## config.mk

```make
export PLATFORM = sky130hd
export DESIGN_NAME = dmem_lsu_flat
export DESIGN_NICKNAME = d
export VERILOG_FILES = /design/src/rtl/dmem_lsu_if.sv /design/src/rtl/dmem_lsu.sv /design/src/flat_wrapper.sv
export SDC_FILE = /design/constraint.sdc
export NUM_CORES = 1
export LEC_CHECK = 0
export ABC_AREA = 1
export CAP_MARGIN = 20
export CORE_MARGIN = 5
export CORE_UTILIZATION = 43
export CTS_CLUSTER_DIAMETER = 150
export DETAILED_ROUTE_END_ITERATION = 16
export PLACE_DENSITY = 0.79
export REMOVE_ABC_BUFFERS = 1
export SKIP_LAST_GASP = 1
export SYNTH_ARGS = -nofsm -noshare
export SYNTH_HDL_FRONTEND = slang
export SYNTH_SLANG_ARGS = --single-unit
```

## constraint.sdc

```tcl
create_clock -name clk -period 1.6 [get_ports clk]
set_input_delay 0.16 -clock clk [delete_from_list [all_inputs] [get_ports clk]]
set_output_delay 0.16 -clock clk [all_outputs]
set_load 0.02 [all_outputs]
```

## src/rtl/dmem_lsu_if.sv

```systemverilog
// Pipeline-side load/store handshake between the MEM stage (master) and dmem_lsu (slave).
interface dmem_lsu_if;
    logic        mem_req;
    logic        mem_we;
    logic [2:0]  mem_op;
    logic [31:0] mem_addr;
    logic [31:0] mem_wdata;
    logic        mem_busy;
    logic        mem_done;
    logic        mem_err;
    logic [31:0] mem_rdata;

    modport master (
        output mem_req, mem_we, mem_op, mem_addr, mem_wdata,
        input  mem_busy, mem_done, mem_err, mem_rdata
    );

    modport slave (
        input  mem_req, mem_we, mem_op, mem_addr, mem_wdata,
        output mem_busy, mem_done, mem_err, mem_rdata
    );
endinterface

```

## src/rtl/dmem_lsu.sv

```systemverilog
// MEM-stage load/store unit: byte/half/word accesses onto a word-wide data memory, sub-word stores by RMW.
// Optional LSU_BOUNDS_CHECK_EN: reject byte addresses above the 2**(ADDR_W+2) window instead of wrapping.
module dmem_lsu #(
    parameter int ADDR_W = 11
) (
    input  logic              clk,
    input  logic              rst_n,
    dmem_lsu_if.slave         bus,
    output logic [ADDR_W-1:0] dm_addr,
    output logic [31:0]       dm_wdata,
    output logic              dm_we,
    input  logic [31:0]       dm_rdata
);

    localparam logic [1:0] IDLE   = 2'd0;
    localparam logic [1:0] ACCESS = 2'd1;
    localparam logic [1:0] WRITE  = 2'd2;
    localparam logic [1:0] RESP   = 2'd3;

    localparam logic [2:0] OP_B  = 3'b000;
    localparam logic [2:0] OP_H  = 3'b001;
    localparam logic [2:0] OP_W  = 3'b010;
    localparam logic [2:0] OP_BU = 3'b100;
    localparam logic [2:0] OP_HU = 3'b101;

    logic [1:0]        state;
    logic              we_q;
    logic [2:0]        op_q;
    logic [1:0]        lane_q;
    logic [15:0]       wdata_q;
    logic              err_q;
    logic [31:0]       rdata_q;
    logic [ADDR_W-1:0] dm_addr_q;
    logic [31:0]       dm_wdata_q;

    logic              req_err;
    logic [15:0]       lane_half;
    logic [7:0]        lane_byte;
    logic [31:0]       load_val;
    logic [31:0]       lane_mask;
    logic [31:0]       lane_ins;
    logic [31:0]       merged;

    always_comb begin
        req_err = 1'b0;
        case (bus.mem_op)
            OP_B:    req_err = 1'b0;
            OP_H:    req_err = bus.mem_addr[0];
            OP_W:    req_err = |bus.mem_addr[1:0];
            OP_BU:   req_err = bus.mem_we;
            OP_HU:   req_err = bus.mem_we | bus.mem_addr[0];
            default: req_err = 1'b1;
        endcase
`ifdef LSU_BOUNDS_CHECK_EN
        if (|bus.mem_addr[31:ADDR_W+2]) begin
            req_err = 1'b1;
        end
`endif
    end

`ifndef LSU_BOUNDS_CHECK_EN
    // Upper byte-address bits simply wrap; they have no reader in this build.
    logic unused_upper_addr;
    assign unused_upper_addr = ^bus.mem_addr[31:ADDR_W+2];
`endif

    always_comb begin
        lane_half = lane_q[1] ? dm_rdata[31:16] : dm_rdata[15:0];
        lane_byte = lane_q[0] ? lane_half[15:8] : lane_half[7:0];
        case (op_q)
            OP_B:    load_val = {{24{lane_byte[7]}}, lane_byte};
            OP_BU:   load_val = {24'h000000, lane_byte};
            OP_H:    load_val = {{16{lane_half[15]}}, lane_half};
            OP_HU:   load_val = {16'h0000, lane_half};
            default: load_val = dm_rdata;
        endcase
    end

    // Sub-word store: replicate the store data across all lanes, then keep only the addressed lane.
    always_comb begin
        if (op_q[0]) begin
            lane_mask = lane_q[1] ? 32'hFFFF_0000 : 32'h0000_FFFF;
            lane_ins  = {2{wdata_q}};
        end else begin
            lane_mask = 32'h0000_00FF << {lane_q, 3'b000};
            lane_ins  = {4{wdata_q[7:0]}};
        end
        merged = (dm_rdata & ~lane_mask) | (lane_ins & lane_mask);
    end

    always_ff @(posedge clk or negedge rst_n) begin
        if (!rst_n) begin
            state      <= IDLE;
            we_q       <= 1'b0;
            op_q       <= 3'b000;
            lane_q     <= 2'b00;
            wdata_q    <= 16'h0000;
            err_q      <= 1'b0;
            rdata_q    <= 32'h0;
            dm_addr_q  <= '0;
            dm_wdata_q <= 32'h0;
        end else begin
            case (state)
                IDLE: begin
                    if (bus.mem_req) begin
                        we_q    <= bus.mem_we;
                        op_q    <= bus.mem_op;
                        lane_q  <= bus.mem_addr[1:0];
                        wdata_q <= bus.mem_wdata[15:0];
                        err_q   <= req_err;
                        if (req_err) begin
                            rdata_q <= 32'h0;
                            state   <= RESP;
                        end else begin
                            dm_addr_q <= bus.mem_addr[ADDR_W+1:2];
                            if (bus.mem_we && bus.mem_op == OP_W) begin
                                dm_wdata_q <= bus.mem_wdata;
                            end
                            state <= ACCESS;
                        end
                    end
                end
                ACCESS: begin
                    if (!we_q) begin
                        rdata_q <= load_val;
                        state   <= RESP;
                    end else if (op_q == OP_W) begin
                        state <= RESP;
                    end else begin
                        dm_wdata_q <= merged;
                        state      <= WRITE;
                    end
                end
                WRITE:   state <= RESP;
                default: state <= IDLE;
            endcase
        end
    end

    // Write enable depends only on state so it is stable from posedge through the memory's negedge commit.
    assign dm_we         = (state == WRITE) || (state == ACCESS && we_q && op_q == OP_W);
    assign dm_addr       = dm_addr_q;
    assign dm_wdata      = dm_wdata_q;
    assign bus.mem_busy  = (state != IDLE);
    assign bus.mem_done  = (state == RESP);
    assign bus.mem_err   = (state == RESP) && err_q;
    assign bus.mem_rdata = rdata_q;

endmodule

```

## src/flat_wrapper.sv

```systemverilog
// flat-port wrapper written by rule: the top's interface ports become plain ports
module dmem_lsu_flat 
#(
    parameter int ADDR_W = 11
)
  (clk, rst_n, dm_addr, dm_wdata, dm_we, dm_rdata, bus_mem_req, bus_mem_we, bus_mem_op, bus_mem_addr, bus_mem_wdata, bus_mem_busy, bus_mem_done, bus_mem_err, bus_mem_rdata);
  dmem_lsu_if bus_i ();
  input  logic clk;
  input  logic rst_n;
  output logic [ADDR_W-1:0] dm_addr;
  output logic [31:0] dm_wdata;
  output logic dm_we;
  input  logic [31:0] dm_rdata;
  input wire logic [$bits(bus_i.mem_req)-1:0] bus_mem_req;
  input wire logic [$bits(bus_i.mem_we)-1:0] bus_mem_we;
  input wire logic [$bits(bus_i.mem_op)-1:0] bus_mem_op;
  input wire logic [$bits(bus_i.mem_addr)-1:0] bus_mem_addr;
  input wire logic [$bits(bus_i.mem_wdata)-1:0] bus_mem_wdata;
  output wire logic [$bits(bus_i.mem_busy)-1:0] bus_mem_busy;
  output wire logic [$bits(bus_i.mem_done)-1:0] bus_mem_done;
  output wire logic [$bits(bus_i.mem_err)-1:0] bus_mem_err;
  output wire logic [$bits(bus_i.mem_rdata)-1:0] bus_mem_rdata;
  assign bus_i.mem_req = bus_mem_req;
  assign bus_i.mem_we = bus_mem_we;
  assign bus_i.mem_op = bus_mem_op;
  assign bus_i.mem_addr = bus_mem_addr;
  assign bus_i.mem_wdata = bus_mem_wdata;
  assign bus_mem_busy = bus_i.mem_busy;
  assign bus_mem_done = bus_i.mem_done;
  assign bus_mem_err = bus_i.mem_err;
  assign bus_mem_rdata = bus_i.mem_rdata;
  dmem_lsu #(.ADDR_W(ADDR_W)) u_core (.clk(clk), .rst_n(rst_n), .bus(bus_i), .dm_addr(dm_addr), .dm_wdata(dm_wdata), .dm_we(dm_we), .dm_rdata(dm_rdata));
endmodule
```

Word-level counts from Yosys, hierarchy flattened
Index checks and enable logic that the tools add are counted.
{ "totals": {"ff_bits": 100, "inputBits": 103, "elab_cells": 71} }
{ "classes": {"n_eq_ne": 18, "shift": 1, "mux": 22, "n_bitwise": 6, "n_reduce_logical": 15} }
{ "op_table": {"columns": ["cell", "count"], "rows": [
  ["2-to-1 mux 32 bit", 11],
  ["one-hot mux 32 bit (2 select lines)", 2],
  ["one-hot mux 32 bit (4 select lines)", 1],
  ["bitwise AND 32 bit", 2],
  ["inverter 32 bit", 1],
  ["bitwise OR 32 bit", 1],
  ["left shift 8 x 5 -> 32 bit (first input constant)", 1],
  ["2-to-1 mux 16 bit", 1],
  ["equality test 3 bit (second input constant)", 4],
  ["2-to-1 mux 8 bit", 1],
  ["!= test 2 bit (second input constant)", 4],
  ["equality test 3 x 1 -> 1 bit (second input constant)", 2],
  ["equality test 3 x 2 -> 1 bit (second input constant)", 2],
  ["logical NOT 3 bit", 2],
  ["2-to-1 mux 2 bit", 3],
  ["!= test 2 x 1 -> 1 bit (second input constant)", 3],
  ["one-hot mux 2 bit (3 select lines)", 1],
  ["AND reduction 6 bit", 1],
  ["one-hot mux 1 bit (5 select lines)", 1],
  ["equality test 2 bit (second input constant)", 2],
  ["logical AND 1 bit", 4],
  ["AND reduction 4 bit", 1],
  ["nonzero test 2 bit", 2],
  ["AND reduction 3 bit", 1],
  ["other kinds (8)", 8]
]} }

Logic depth before layout (Yosys ltp)
{ "logic_depth": {"word_depth": 8, "mapped_depth": 13, "mapped_depth_nobuf": 11} }

Worst setup path before layout
No wires, ideal clock.
{ "synth_timing": {"kind": "register to register", "from": "register u_core.state[0]", "to": "register u_core.dm_wdata_q[10] (netlist: u_core.dm_wdata[10])", "arrival_time_ns": 1.547, "required_time_ns": 1.483, "setup_slack_ns": -0.064, "path_stages_with_launch": 13, "n_path_buf": 2, "cell_sequence": "dfrtp_1 -> inv_1 -> ha_1 -> buf_4 -> nand2_4 -> inv_4 -> nand2_2 -> nor2_2 -> nor2_2 -> nor2_8 -> buf_2 -> nand3_1 -> nand2_1"} }
{ "synth_between": {"elab_chain_cells": 3, "elab_cells_between_ends": 10, "classes_between": "eq/ne: 6; mux: 1; reduce/logical: 3"} }
{ "synth_rtl": {"columns": ["item", "line", "text"], "rows": [
  ["from (decl)", "dmem_lsu.sv:26", "logic [1:0] state;"],
  ["from (signal assigned)", "dmem_lsu.sv:93", "state <= IDLE;"],
  ["from (signal assigned)", "dmem_lsu.sv:113", "state <= RESP;"],
  ["from (signal assigned)", "dmem_lsu.sv:119", "state <= ACCESS;"],
  ["equality test 2 x 1 -> 1 bit or logical NOT 2 bit (tied branches)", "dmem_lsu.sv:103", "case (state)"],
  ["!= test 2 x 1 -> 1 bit (no source line) (tied with other cells)", null, null],
  ["AND reduction 6 bit (no source line)", null, null],
  ["to (signal assigned)", "dmem_lsu.sv:117", "dm_wdata_q <= bus.mem_wdata;"],
  ["to (signal assigned)", "dmem_lsu.sv:130", "dm_wdata_q <= merged;"],
  ["to (decl)", "dmem_lsu.sv:34", "logic [31:0] dm_wdata_q;"]
]} }
Parallel ways exist; a longest one is shown, timed or not.
A chain may end at the register's enable or synchronous reset.

Worst setup path after layout
{ "layout_timing": {"from": "register u_core.state[0]", "to": "register u_core.dm_wdata_q[9] (netlist: u_core.dm_wdata[9])"} }
The elaborated chain is that of the path after synthesis.

==> results.cfg <==
[run_status]
status = finished with violations
violations = negative setup slack

[finish]
area_growth_pct = 46.4
drive_gt1_frac = 0.132
utilization = 0.637
n_antenna_cell = 0
fillers = 1158
nNetsFinal = 1121

[timing]
fin_crit_sh = 1.05
period_minus_slack_ps = 1680
final.setup_skew_ps = 7.96
fmax_ghz = 0.595
slew_violations = 0
slew_headroom = 0.692
setup_viol = 43
tns_ps = -2030
finalWorstSetupSlack_ps = -81.9
fin_hold_ws_ps = 287
rsz0062_at_grt = true
hold_violations = 0
worst_pin_slew_ps = 462

[floorplan]
start_util = 0.435
die-area_sq_um = 15800
rows = 42
core_region_area_sq_um = 13200
pin_count = 182
die_height_um = 126
die_w_um = 126

[yosys]
synth_cell_type_count = 31
async_flop_share = 1.00
synth_commonest_cells = nand2_1 (362), dfrtp_1 (100), o21ai_0 (85), nand3_1 (66), inv_1 (61)
netlist_area_sq_um = 5740
syn_inst = 828
yosys-top-cells-area = dfrtp_1 (44%), nand2_1 (24%), o21ai_0 (7.4%), nand3_1 (5.8%), inv_1 (4.0%)
synth_edf_count = 0
synth_top_area_frac = 0.436
syn_avg_cell_area_sq_um = 6.93
ys_ff_latch = 100
synth_largest_area_cell = dfrtp_1
yosysWarnings = 0
synth-seq-area-share = 0.436
synth_most_common_cell = nand2_1
synth_ff_type = dfrtp_1

[grt]
antenna_found_initial = 0
track_usage = 0.234
grt_pass1_wl_um = 29800
grt_max_degree = 47
grt_pass1_vias = 5887
globalRouteOverflowTotal = 0

[critical_path]
start_kind = flip-flop
critical_path.top_delay_family = simple AND/OR/NAND/NOR gates
cp_max_fo = 8
crit_buf_inv = 3
crit_path_frequent_cell = nand2_4
max_stage_delay_ps = 440
cp_slowest_cell = dfrtp_2
end_kind = flip-flop
required_ps = 1850
cp.arrival_ps = 1930
worstPathCellList = inv_2 -> ha_4 -> nand2_4 -> inv_4 -> nand2_4 -> nor2_4 -> nor2_4 -> nor2_8 -> nand2_4 -> clkbuf_16 -> nand2_1 -> nand2_1
worstSetupPathType = flip-flop to flip-flop

[hold_path]
worstHoldPathType = primary input to asynchronous set/reset pin

[drt]
route.antenna.remaining_nets = 0
drt-total-wl_um = 19400
drc = 0
vias = 6164
drt_first_pass_iters = 5
drt_iter0_drc = 725
routedWlPerCell_um = 16.3
vias_per_cell = 5.16

[power]
power_frac_clock = 0.134
p_leak_nw = 4.19
swShare = 0.464
peakVddDrop_v = 0.00116
comb_power_share = 0.618
switchingPower_mw = 8.38
intPower_mw = 9.70
seqPwrFrac = 0.248
power_density_nw_per_um2 = 2150

[clock_network]
clk_pin_slew_ps = 70
clkLatencyLatePin_ps = 360
clock-sinks = 100
htreeDepth = 3
cts_root_buffer = clkbuf_16
cts_tree = built
numCtsBuffers = 9
cts_buffer_depth = 2

[placed_design]
dpl_worst_slack_ps = -195
dp_hpwl_um = 13700
gp_congestion = 0.899
io_buffers = 162

[run]
cap_violations = 0
==> registers in the layout, indices dropped and copies added, names as in the netlist <==
signal,count
u_core.op_q,3
u_core.dm_addr,11
u_core.wdata_q,16
u_core.dm_wdata,32
u_core.state,2
u_core.bus.mem_rdata,32
u_core.lane_q,2
u_core.we_q,1
u_core.err_q,1
==> power groups by stage <==
| stage | sequential (mW) | clock, mW | combinational [mW] |
|---|---|---|---|
| 5_1_grt | 4.62 | 2.52 | 12.1 |
| 3_5_place_dp | 4.45 | 0 | 10.1 |
| 2_1_floorplan | 5.58 | 0 | 4.36 |
| 6_report | 4.49 | 2.42 | 11.2 |
| 4_1_cts | 4.44 | 2.44 | 10.6 |
| 3_3_place_gp | 4.43 | 0 | 9.99 |
==> metrics by stage <==
stage / total power, mW / cell area, sq um / std cells
final: 18.1 / 8400 / 1195
after global routing: 19.2 / 8400 / 1195
after CTS: 17.4 / 8220 / 1191
after detailed placement: 14.6 / 7770 / 1170
after global placement: 14.4 / 7770 / 1170
after floorplan: 9.94 / 5470 / 781
==> cells by family after synthesis <==
logic type               Yosys count  share of synthesized area
AND/OR/NAND/NOR                  473                      0.339
AO/OA/AOI/OAI                    138                      0.123
buffers and inverters            113                     0.0929
flip-flops                       100                      0.436
adder cells (fa/ha/maj)            4                    0.00872
==> layout make-up <==
class                      instances  area (sq um)  area share
tap                              176           220      0.0262
clock buffer                      10           229      0.0272
timing repair buffer             222          2210       0.263
sequential                       100          2500       0.298
inverter                          66           273      0.0325
multi-input combinational        615          2870       0.342
clock inverter                     6          95.1      0.0113
==> final timing paths <==
check,slack [ps],start,cells after the start,end
min,290,rst_n,2,u_core.dm_wdata[27]
max,-80,u_core.state[0],12,u_core.dm_wdata[9]
max in group asynchronous,730,rst_n,3,u_core.state[0]
max reg2reg,-80,u_core.state[0],12,u_core.dm_wdata[9]
min in group clk,330,bus_mem_addr[3],3,u_core.dm_addr[1]
min reg2reg,480,u_core.dm_wdata[7],2,u_core.dm_wdata[7]
==> per-layer routing <==
layer  GRT usage  share of wire  vias up
met1       0.300           0.41     2825
met5           0              0        -
met4      0.0740          0.023        0
met2       0.387           0.47      303
met3      0.0606          0.092       43
li1            -              -     2993
==> repair_timing <==
action,CTS,global route
resized for setup,40,46
endpoints found under the hold margin,27,0
buffers inserted,2,2
endpoints found under the setup margin,79,80
cloned,2,3
hold buffers,1,0
pin swaps,2,4
==> cells in the final DEF (no fill, tap or decap), drive strengths merged <==
master / netlist / final
nor2: 28 / 28
clkinv: 0 / 1
dfrtp: 100 / 100
a31oi: 1 / 1
buf: 27 / 63
o21a: 1 / 1
ha: 4 / 4
clkdlybuf4s50: 0 / 157
o21bai: 1 / 1
bufinv: 0 / 2
inv: 66 / 69
o21ai: 102 / 102
clkbuf: 20 / 11
nor3: 8 / 8
or2: 1 / 1
dlygate4sd3: 0 / 1
a21oi: 33 / 33
nand2: 369 / 369
nand3: 67 / 67
(Power assumes the default switching activity.)
